`config.mk`:
```
export PLATFORM = sky130hd
export DESIGN_NAME = adc_ctrl_rx
export DESIGN_NICKNAME = d
export VERILOG_FILES = /design/src/rtl/adc_ctrl_rx.sv
export SDC_FILE = /design/constraint.sdc
export NUM_CORES = 1
export LEC_CHECK = 0
export ABC_CLOCK_PERIOD_IN_PS = 3200
export CORE_MARGIN = 2
export CORE_UTILIZATION = 42
export DETAILED_ROUTE_END_ITERATION = 16
export PLACE_DENSITY_LB_ADDON = 0.1
export SYNTH_ARGS = -nofsm -noshare
export SYNTH_HDL_FRONTEND = slang
export SYNTH_SLANG_ARGS = --single-unit
```
`constraint.sdc`:
```
create_clock -name CLK -period 3.2 [get_ports CLK]
set_input_delay 0.64 -clock CLK [delete_from_list [all_inputs] [get_ports CLK]]
set_output_delay 0.64 -clock CLK [all_outputs]
set_load 0.01 [all_outputs]
```
`src/rtl/adc_ctrl_rx.sv`:
```
// rtl/adc_ctrl_rx.sv - LiteDTU S3 ADC power-up/calibration sequencer and sample receiver
// Optional SEU flag counter: define ADC_RX_SEU_CNT_EN to build it, otherwise seu_count is tied to 0.
module adc_ctrl_rx #(
   parameter int PUP_WAIT     = 16,
   parameter int CAL_PULSE    = 4,
   parameter int CAL_START_TO = 64,
   parameter int CAL_TIMEOUT  = 30000
) (
   input  logic        CLK,
   input  logic        RST,
   input  logic        en,
   input  logic        cal_req,
   input  logic        df_twos,
   input  logic [11:0] adc_d,
   input  logic        adc_ovf,
   input  logic        adc_cal_busy,
   input  logic        adc_seu,
   output logic        OM_A,
   output logic        OM_B,
   output logic        OM_C,
   output logic        CAL_A,
   output logic        CAL_B,
   output logic        CAL_C,
   output logic        DF_A,
   output logic        DF_B,
   output logic        DF_C,
   output logic [11:0] data_out,
   output logic        data_valid,
   output logic        ovf_out,
   output logic        ready,
   output logic        error,
   output logic [7:0]  seu_count
);
   typedef enum logic [2:0] {
      OFF, PWRUP, CAL_PULSE_S, CAL_WAIT_HI, CAL_WAIT_LO, RUN, ERR
   } state_t;

   localparam logic [15:0] PUP_LAST   = 16'(PUP_WAIT - 1);
   localparam logic [15:0] PULSE_LAST = 16'(CAL_PULSE - 1);
   localparam logic [15:0] START_LAST = 16'(CAL_START_TO - 1);
   localparam logic [15:0] BUSY_LAST  = 16'(CAL_TIMEOUT - 1);

   state_t      state_q, state_d;
   logic [15:0] cnt_q, cnt_d;
   logic        df_q, df_d;
   logic        om_q, cal_q, ready_q, error_q, valid_q, ovf_q;
   logic        valid_d;
   logic [11:0] s1_d_q, dout_q;
   logic        s1_ovf_q, s1_busy_q;

   always_comb begin
      state_d = state_q;
      case (state_q)
         OFF:         if (en) state_d = PWRUP;
         PWRUP:       if (cnt_q == PUP_LAST) state_d = CAL_PULSE_S;
         CAL_PULSE_S: if (cnt_q == PULSE_LAST) state_d = CAL_WAIT_HI;
         // the expected busy edge takes priority over an expiring timeout
         CAL_WAIT_HI: begin
            if (adc_cal_busy)             state_d = CAL_WAIT_LO;
            else if (cnt_q == START_LAST) state_d = ERR;
         end
         CAL_WAIT_LO: begin
            if (!adc_cal_busy)           state_d = RUN;
            else if (cnt_q == BUSY_LAST) state_d = ERR;
         end
         RUN: begin
            if (cal_req)           state_d = CAL_PULSE_S;
            else if (adc_cal_busy) state_d = CAL_WAIT_LO;
         end
         ERR:         if (cal_req) state_d = CAL_PULSE_S;
         default:     state_d = OFF;
      endcase
      if (!en) state_d = OFF;
   end

   always_comb begin
      cnt_d   = (state_d != state_q) ? 16'd0 : cnt_q + 16'd1;
      df_d    = (state_q == OFF) ? df_twos : df_q;
      valid_d = (state_d == RUN) && !adc_cal_busy;
   end

   // Control pins and status are registered from the next state so they change with it.
   always_ff @(posedge CLK or posedge RST) begin
      if (RST) begin
         state_q   <= OFF;
         cnt_q     <= 16'd0;
         df_q      <= 1'b0;
         om_q      <= 1'b0;
         cal_q     <= 1'b0;
         ready_q   <= 1'b0;
         error_q   <= 1'b0;
         valid_q   <= 1'b0;
         ovf_q     <= 1'b0;
         s1_d_q    <= 12'd0;
         s1_ovf_q  <= 1'b0;
         s1_busy_q <= 1'b0;
         dout_q    <= 12'd0;
      end else begin
         state_q   <= state_d;
         cnt_q     <= cnt_d;
         df_q      <= df_d;
         om_q      <= (state_d != OFF);
         cal_q     <= (state_d == CAL_PULSE_S);
         ready_q   <= (state_d == RUN);
         error_q   <= (state_d == ERR);
         valid_q   <= valid_d;
         ovf_q     <= s1_ovf_q && valid_d;
         s1_d_q    <= adc_d;
         s1_ovf_q  <= adc_ovf;
         s1_busy_q <= adc_cal_busy;
         dout_q    <= s1_d_q ^ (df_q ? 12'h800 : 12'h000);
      end
   end

`ifdef ADC_RX_SEU_CNT_EN
   logic       seu_s1_q, seu_s2_q;
   logic [7:0] seu_cnt_q, seu_cnt_d;

   always_comb begin
      seu_cnt_d = seu_cnt_q;
      if (seu_s1_q && !seu_s2_q && (seu_cnt_q != 8'hFF)) seu_cnt_d = seu_cnt_q + 8'd1;
   end

   always_ff @(posedge CLK or posedge RST) begin
      if (RST) begin
         seu_s1_q  <= 1'b0;
         seu_s2_q  <= 1'b0;
         seu_cnt_q <= 8'd0;
      end else begin
         seu_s1_q  <= adc_seu;
         seu_s2_q  <= seu_s1_q;
         seu_cnt_q <= seu_cnt_d;
      end
   end

   assign seu_count = seu_cnt_q;
`else
   logic unused_seu;
   assign unused_seu = adc_seu;
   assign seu_count  = 8'd0;
`endif

   logic unused_busy;
   assign unused_busy = s1_busy_q;

   assign {OM_A, OM_B, OM_C}    = {3{om_q}};
   assign {CAL_A, CAL_B, CAL_C} = {3{cal_q}};
   assign {DF_A, DF_B, DF_C}    = {3{df_q}};
   assign data_out   = dout_q;
   assign data_valid = valid_q;
   assign ovf_out    = ovf_q;
   assign ready      = ready_q;
   assign error      = error_q;
endmodule

```
==> impl_results.md <==
- Status: complete, no violations
- Mapped Area: 0.002232 mm^2
- Drt wl/cell: 13.33 um
- Most common flop cell mapped by yosys: dfrtp_1
- Post-synth top cells: dfrtp_1, buf_4, nor2_1
- Fin crit share: 0.7913
- Count leader, synth: dfrtp_1
- Synthesized instance count: 189
- Slew HR: 0.3347
- Distinct cells, synth: 41
- Nature of the critical path endpoint: register
- First DRT Iteration DRCs: 105
- Root buffer cell: clkbuf_8
- Ports: 53
- Util after Layout: 0.5360
- Inst Count DP: 292
- Multi-input gate area: 792.0 um^2
- Syn. warnings: 0
- Avg Inst Size Synth: 11.81 um^2
- Port Buffers: 43
- Initial antenna violation count: 0
- # diodes: 0
- Yosys reg bits: 51
- RSZ-0062 raised after global routing: false
- Routed wire length: 4.025 mm
- CTS tree: done
- Share of the synthesized area in the top cell type: 0.5717
- Final Max Slew Viols: 0
- Layout net count: 252
- Full die area: 0.005914 mm^2
- Number of vias per cell: 4.993
- Worst-path maximum fanout: 8
- Fin cells: 302
- Gpl congestion: 0.8134
- Drt first pass iters: 4
- Largest net degree at the start of global routing: 52
- # hold bufs at CTS: 0
- Maximum Capacitance Violations: 0
- Register area: 0.001276 mm^2
- Hold_ws: 0.3551 ns
- Leakage: 1.158 nW
- Die H: 76.90 um
- Vias in the first global route: 1,405
- CP peak stage delay: 0.56 ns
- Design Power: 1.196 mW
- Initial Util: 0.4370
- Total track usage: 0.1472
- Clk buf depth: 2
- Post-Place Cell Area: 0.002631 mm^2
- Post_cts resized: 0
- CTS sink cnt: 51
- Setup TNS: 0 ns
- Crit path DAT: 2.72 ns
- Worst Setup Start Kind: register
- Synth-to-layout area growth: 22.65%
- Worst slack at placement: 0.1517 ns
- Routed Antenna Nets: 0
- Row count: 26
- Worst Skew: 0.008797 ns
- Slowest CP cell: or4_4
- PD cells: 437.0 mW/mm^2
- Core area: 0.005107 mm^2
- Layout cells sized above 1: 0.1379
- Worst Hold Class: register to register
- GRT overflow: 0
- H-tree depth: 2
- Reg clk slew, reported paths: 0.09 ns
- CP Cell Sequence: or4_1 -> or4_4 -> nor3b_4 -> o41ai_4 -> buf_4 -> nor3_1
- Maximum vdd ir drop: 0.2925 mV
- First-pass GRT wire length: 6.844 mm
- Max Freq: 394.9 MHz
- Fill cells: 452
- Required time worst endpoint: 3.39 ns
- DP HPWL: 2.902 mm
- Sequential fraction of the synthesis area: 0.5717
- EDFF count, synth: 0
- Async SR Flop Fraction: 1.000
- Final Setup Violations: 0
- Synth area leader: dfrtp_1
- Later-pin clock latency in the skew report: 0.31 ns
- Final hold vios: 0
- Actual slew at the worst max-slew pin: 0.9965 ns
- Finished Cell Area: 0.002738 mm^2
- Post-CTS Setup Repair Bufs: 0
- Post-layout min period: 2.532 ns
- Die span in x: 76.90 um
- Synth area leaders: dfrtp_1, buf_4, xor2_1
- Drc violations: 0
- Final worst setup slack: 0.6680 ns
- Num CTS Buffers: 5
- Vias: 1,508
- Critical Setup Path Class: register to register
## final timing paths
| check | start | to | slack (ns) | cells past startpoint |
|---|---|---|---|---|
| setup / recovery | cnt_q[8]$_DFF_PP0_ | cnt_q[8]$_DFF_PP0_ | 0.67 | 6 |
| max in group asynchronous | RST | cnt_q[7]$_DFF_PP0_ | 1.69 | 2 |
| hold reg to reg | s1_d_q[6]$_DFF_PP0_ | data_out[6]$_DFF_PP0_ | 0.36 | 0 |
| min in group asynchronous | RST | data_out[3]$_DFF_PP0_ | 0.89 | 2 |
| hold / removal | s1_d_q[6]$_DFF_PP0_ | data_out[6]$_DFF_PP0_ | 0.36 | 0 |
| setup reg to reg | cnt_q[8]$_DFF_PP0_ | cnt_q[8]$_DFF_PP0_ | 0.67 | 6 |
## logic make-up after synthesis
family	share of synthesized area
simple gates	0.2181
xor+xnor	0.06278
mux	0.005044
fa+ha+maj	0.005604
other cells	0.001680
compound gates	0.04989
flops	0.5717
buf+inv	0.08520
## power by group
group | internal [mW] | switching, mW
clock | 0.157 | 0.214
combinational | 0.0710 | 0.0636
sequential | 0.671 | 0.0200
total | 0.899 | 0.298
## metal layers
layer,wire [um],track usage
met1,1777,0.1874
met2,1944,0.2395
met3,257,0.04824
met4,46,0.04364
met5,0,0
## registers in the layout (all words and copies together), names as in the netlist
register / flops
cnt_q: 16
s1_d_q: 12
data_out: 12
data_valid: 1
ready: 1
CAL_A: 1
ovf_out: 1
error: 1
DF_A: 1
s1_ovf_q: 1
OM_A: 1
state_q: 3
## worst max-delay path, delay by kind of cell, from the launching register on
family | cells | cell delay (ns)
buf+inv | 1 | 0.24
simple gates | 4 | 1.36
flops | 1 | 0.45
compound gates | 1 | 0.37
## area by class of cell
type	instances	area share
tap	70	0.03199
sequential	51	0.4662
inverter	6	0.008227
clock buffer	5	0.02514
timing repair buffer	48	0.1709
multi-input combinational	119	0.2893
clock inverter	3	0.008227
## cell usage in the layout, fill, tap and decap left out, types with 3 or more instances in the layout
master / Yosys / final
dfrtp_1: 51 / 51
xor2_1: 10 / 10
nor2_1: 14 / 14
nor3_2: 4 / 4
nand4_1: 4 / 4
o21ai_0: 3 / 3
nand3_1: 10 / 10
nand2_1: 9 / 9
inv_1: 6 / 5
xnor2_1: 6 / 6
or4_1: 3 / 3
nor3_1: 12 / 12
clkdlybuf4s50_1: 0 / 43
nor2_2: 5 / 5
conb_1: 1 / 8
nor4_1: 4 / 4
clkbuf_8: 0 / 5
buf_4: 14 / 5
(Power assumes the default switching activity.)
